<file path="src/rtl/mux_pkg.sv">
// rtl/mux_pkg.sv - shared constants and channel slicing helper for mux_scan
package mux_pkg;

    localparam logic MODE_MANUAL = 1'b0;
    localparam logic MODE_SCAN   = 1'b1;

    localparam int MAX_W    = 64;
    localparam int MAX_BITS = 1024;
    localparam int AW       = $clog2(MAX_BITS);

    // Channel k of a packed vector of n channels, each w bits; zero when k >= n.
    function automatic logic [MAX_W-1:0] chan_slice(
        input logic [MAX_BITS-1:0] vec,
        input int                  w,
        input int                  n,
        input int                  k
    );
        logic [MAX_W-1:0] r;
        r = '0;
        if (k < n) begin
            for (int i = 0; i < MAX_W; i++) begin
                if (i < w) r[i] = vec[AW'(k * w + i)];
            end
        end
        return r;
    endfunction

endpackage

</file>
<file path="src/rtl/mux_scan_ctr.sv">
// rtl/mux_scan_ctr.sv - round-robin pointer, dwell counter and mode history
module mux_scan_ctr
    import mux_pkg::*;
#(
    parameter int N     = 4,
    parameter int DWELL = 2,
    parameter int SW    = $clog2(N)
) (
    input  logic          clk,
    input  logic          rst_n,
    input  logic          en,
    input  logic          mode,
    input  logic          stall,
    input  logic          cap,
    output logic [SW-1:0] ptr,
    output logic          tick
);

    localparam int DW = (DWELL > 1) ? $clog2(DWELL) : 1;
    localparam logic [DW-1:0] LAST = DW'(DWELL - 1);

    logic [DW-1:0] dcnt;
    logic          mode_q;
    logic          mode_rise;
    logic          scan_cap;

    assign mode_rise = (mode == MODE_SCAN) & (mode_q == MODE_MANUAL);
    assign scan_cap  = cap & (mode == MODE_SCAN) & ~stall;
    // The scan-entry cycle only rewinds the pointer; it never captures.
    assign tick      = (dcnt == LAST) & ~mode_rise;

    always_ff @(posedge clk or negedge rst_n) begin
        if (!rst_n) begin
            ptr    <= '0;
            dcnt   <= '0;
            mode_q <= MODE_MANUAL;
        end else begin
            mode_q <= mode;
            if (mode_rise) begin
                ptr  <= '0;
                dcnt <= '0;
            end else if (scan_cap) begin
                dcnt <= '0;
                ptr  <= (ptr == SW'(N - 1)) ? '0 : ptr + 1'b1;
            end else if (en && mode == MODE_SCAN && dcnt < LAST) begin
                dcnt <= dcnt + 1'b1;
            end
        end
    end

endmodule

</file>
<file path="src/rtl/mux_scan.sv">
// rtl/mux_scan.sv - N-channel manual/scan multiplexer with registered valid/ready output
module mux_scan
    import mux_pkg::*;
#(
    parameter int W     = 8,
    parameter int N     = 4,
    parameter int SW    = $clog2(N),
    parameter int DWELL = 2
) (
    input  logic           clk,
    input  logic           rst_n,
    input  logic [N*W-1:0] din,
    input  logic [SW-1:0]  sel,
    input  logic           mode,
    input  logic           en,
    output logic [W-1:0]   dout,
    output logic [SW-1:0]  ch,
    output logic           valid,
    input  logic           ready
);

    logic [SW-1:0]       ptr;
    logic                tick;
    logic                stall;
    logic                cap;
    logic [SW-1:0]       idx;
    logic [W-1:0]        data;
    logic [MAX_BITS-1:0] din_ext;

    assign stall   = valid & ~ready;
    assign cap     = en & ~stall & ((mode == MODE_MANUAL) | tick);
    assign idx     = (mode == MODE_SCAN) ? ptr : sel;
    assign din_ext = MAX_BITS'(din);
    assign data    = W'(chan_slice(din_ext, W, N, int'(idx)));

    mux_scan_ctr #(
        .N     (N),
        .DWELL (DWELL),
        .SW    (SW)
    ) u_ctr (
        .clk   (clk),
        .rst_n (rst_n),
        .en    (en),
        .mode  (mode),
        .stall (stall),
        .cap   (cap),
        .ptr   (ptr),
        .tick  (tick)
    );

    // A held sample is only replaced by a capture, which a stall blocks.
    always_ff @(posedge clk or negedge rst_n) begin
        if (!rst_n) begin
            dout  <= '0;
            ch    <= '0;
            valid <= 1'b0;
        end else if (cap) begin
            dout  <= data;
            ch    <= idx;
            valid <= 1'b1;
        end else if (valid && ready) begin
            valid <= 1'b0;
        end
    end

endmodule

</file>
<file path="config.mk">
export PLATFORM = sky130hd
export DESIGN_NAME = mux_scan
export DESIGN_NICKNAME = d
export VERILOG_FILES = /design/src/rtl/mux_pkg.sv /design/src/rtl/mux_scan_ctr.sv /design/src/rtl/mux_scan.sv
export SDC_FILE = /design/constraint.sdc
export NUM_CORES = 1
export LEC_CHECK = 0
export ABC_CLOCK_PERIOD_IN_PS = 2300
export BUFFER_PORTS_ARGS = -buffer_cell sky130_fd_sc_hd__buf_4
export CORE_ASPECT_RATIO = 1.75
export CORE_MARGIN = 1.5
export CORE_UTILIZATION = 47
export DETAILED_ROUTE_END_ITERATION = 10
export PLACE_DENSITY = 0.79
export SLEW_MARGIN = 25
export SYNTH_ARGS = -nofsm -noshare
export SYNTH_HDL_FRONTEND = slang
export SYNTH_HIERARCHICAL = 1
export SYNTH_SLANG_ARGS = --single-unit
</file>
<file path="constraint.sdc">
create_clock -name clk -period 2.3 [get_ports clk]
set_clock_uncertainty 0.15 [all_clocks]
set_input_delay 0.46 -clock clk [delete_from_list [all_inputs] [get_ports clk]]
set_output_delay 0.46 -clock clk [all_outputs]
set_load 0.02 [all_outputs]
</file>
==> impl_metrics.json <==
{
  "die-width_um": 40.7,
  "grt_setup_unrepaired": "no",
  "drive_gt1_frac": 0.370,
  "ys.warnings.count": 6,
  "final_net_count": 222,
  "worst_ep_required_time_ns": 2.27,
  "placement.io_buffers": 49,
  "drt_drc_violations_left": 0,
  "synth_most_common_cell": "sky130_fd_sc_hd__nor2_1",
  "largest_fanout_of_any_net_on_the_critical_path": 22,
  "syn-instance-count": 135,
  "timing.critical_path.to_type": "flop",
  "maxCapViolCount": 0,
  "worst_pin_slew_ns": 0.677,
  "detailed_routing_iteration_count_for_the_pre_antenna_repair_pass": 4,
  "startpoint_type": "flop",
  "cts.sink_count": 15,
  "maxSlewViolCount": 0,
  "post-cts-setup-buffer-count": 0,
  "yosys-mux-area-fraction": 0.120,
  "floorplan.initialDensity": 0.500,
  "synth_cell_types": 30,
  "asyncSetResetFlopFracSynth": 1.00,
  "synth_top_family_by_area": "simple AND/OR/NAND/NOR gates",
  "fraction_of_the_mapped_netlist_area_in_compound_gates": 0.200,
  "synthesis.area_per_instance_um2": 8.64,
  "tns_ns": 0,
  "fin_hold_viols": 0,
  "cts_buffers": 3,
  "routabilityCongestion": 0.763,
  "relSlewSlack": 0.548,
  "power.leakage_nw": 0.754,
  "grt_antenna_before_repair": 0,
  "worstSetupPathType": "reg2reg",
  "detailedRoute.firstIterationViolations": 42,
  "grt_util_met2": 0.405,
  "min_delay_worst_type": "in2reg",
  "num_antenna_cells": 0,
  "postCtsResizedCells": 0,
  "grt_util_all_layers": 0.232,
  "grt_max_degree": 23,
  "grt.overflow.total": 0,
  "global_route_layer_with_the_greatest_usage": "met2",
  "clock_insertion_delay_worst_skew_ns": 0.24,
  "num_io_pins": 50,
  "period_minus_slack_ns": 2.00,
  "postSynthRegisterBits": 15,
  "syn-num-nets": 175,
  "num-fill-cells": 203,
  "reg2reg_setup_slack_ns": 0.30,
  "most_frequent_cells_after_synthesis": "32 x sky130_fd_sc_hd__nor2_1, 15 x sky130_fd_sc_hd__dfrtp_1, 15 x sky130_fd_sc_hd__or2b_1, 9 x sky130_fd_sc_hd__mux2_2",
  "synth.cell_area_um2": 1170,
  "gr-usage-met1": 0.258,
  "die_area_um2": 2800,
  "row_count": 23,
  "post_drt_wl_per_cell_um": 14.8,
  "cts_max_path_buffers": 2,
  "cts_tree": "built",
  "ir_worst_vdd_v": 0.000515,
  "path_clk_slew_ns": 0.06,
  "worst_ep_arrival_time_ns": 1.98,
  "viasPerCell": 5.60,
  "area_fraction_of_the_dominant_cell_type_after_synthesis": 0.322,
  "area_of_the_core_region_um2": 2330,
  "synth_flop_cell": "sky130_fd_sc_hd__dfrtp_1",
  "grt_pass1_vias": 1076,
  "largest_cells_by_area_after_synthesis": "sky130_fd_sc_hd__dfrtp_1 32%, sky130_fd_sc_hd__nor2_1 10%, sky130_fd_sc_hd__or2b_1 9.7%",
  "synth_fa_ha_area_frac": 0.0107,
  "dpl-instance-area_um2": 1510,
  "route.vias.total": 1153,
  "synth_xor_area_frac": 0,
  "status": "finished clean",
  "dieHeight_um": 68.9,
  "drtAntennaViolNets": 0,
  "share_of_the_yosys_chip_area_belonging_to_registers": 0.322,
  "share_of_the_core_filled_with_cells_in_the_final_layout": 0.670,
  "achievable-frequency_ghz": 0.500,
  "power_density_nw_per_um2": 702,
  "synth_enable_flop_cells": 0,
  "area_growth_pct": 33.9,
  "report.final.setup_viol": 0,
  "finalCritPeriodShare": 0.870,
  "finish.instance_area_um2": 1560,
  "cts-htree-levels": 1,
  "clockRootBuffer": "sky130_fd_sc_hd__clkbuf_8",
  "finalNonFillerCells": 206,
  "yosys.area_share.simple": 0.278,
  "grt_pass1_wl_um": 4420,
  "groute.layer.met3.usage": 0.0256,
  "dp_wirelength_um": 2410,
  "number_of_placed_cells_counting_well_taps": 201,
  "wirelength_um": 3050,
  "synth.largest_area_cell": "sky130_fd_sc_hd__dfrtp_1"
}
## where the power goes
part           switching [mW]  internal (mW)
Combinational           0.238          0.254
Clock                  0.0833          0.122
Sequential             0.0646          0.334
## stage by stage
step | hold slack, ns | setup slack [ns] | power (mW)
floorplan | 0.0144 | 0.619 | 0.691
global placement | 0.169 | 0.297 | 0.874
detailed placement | 0.175 | 0.169 | 0.891
CTS | 0.287 | 0.301 | 1.10
global route | 0.287 | 0.192 | 1.15
finish | 0.289 | 0.299 | 1.10
## worst paths after layout
check | endpoint | start | depth (start not counted)
min in group asynchronous | ch[0] | rst_n | 2
min | u_ctr/mode_q | mode | 1
max in group asynchronous | u_ctr/dcnt | rst_n | 2
max | dout[2] | u_ctr/ptr[0] | 4
min reg2reg | ch[0] | ch[0] | 1
max reg2reg | dout[2] | u_ctr/ptr[0] | 4
## layout by cell type, fill, tap and decap left out, drive strengths merged
cell type / instances
clkbuf: 4
nand2b: 5
buf: 49
a31oi: 1
a21oi: 1
o22ai: 8
o22a: 8
and2: 1
o21ai: 2
dfrtp: 15
nor2: 34
o41ai: 1
ha: 1
a22oi: 8
nand2: 2
dlygate4sd3: 1
a21boi: 2
inv: 6
nor2b: 3
mux2: 10
mux2i: 2
or2: 1
or2b: 15
nand4: 1
## state kept, by name, summed over array words and instances, names as in the netlist
register	flops
ch	2
dout	8
u_ctr/dcnt	1
u_ctr/mode_q	1
u_ctr/ptr	2
valid	1
## layer usage
metal | share of wire | routed length, µm
met3 | 0.062 | 188
met5 | 0 | 0
met2 | 0.52 | 1580
met1 | 0.38 | 1160
met4 | 0.040 | 122
## layout make-up
cell class / count / area (µm²) / share of cell area
multi-input combinational: 106 / 709 / 0.454
timing repair buffer: 50 / 378 / 0.242
sequential: 15 / 375 / 0.240
clock buffer: 4 / 45.0 / 0.0288
tap: 25 / 31.3 / 0.0200
inverter: 6 / 22.5 / 0.0144
## critical path, cell delays in order (launching register included)
cell and delay (ns):
sky130_fd_sc_hd__dfrtp_1 0.78, sky130_fd_sc_hd__or2b_1 0.28, sky130_fd_sc_hd__a22oi_1 0.25, sky130_fd_sc_hd__o22ai_1 0.15, sky130_fd_sc_hd__mux2_2 0.28
## timing repair
action	in CTS	in global routing
endpoints found under the hold margin	15	0
hold buffers	1	0
endpoints found under the setup margin	0	0
## cells by family (layout without fill, tap and decap cells)
family,after synthesis,in the layout
and+or+nand+nor,62,62
AOI/OAI and AO/OA,31,31
DFF,15,15
buffers and inverters,14,60
muxes,12,12
adders and majority gates,1,1
Note: power is estimated with default switching activity, not from simulation.
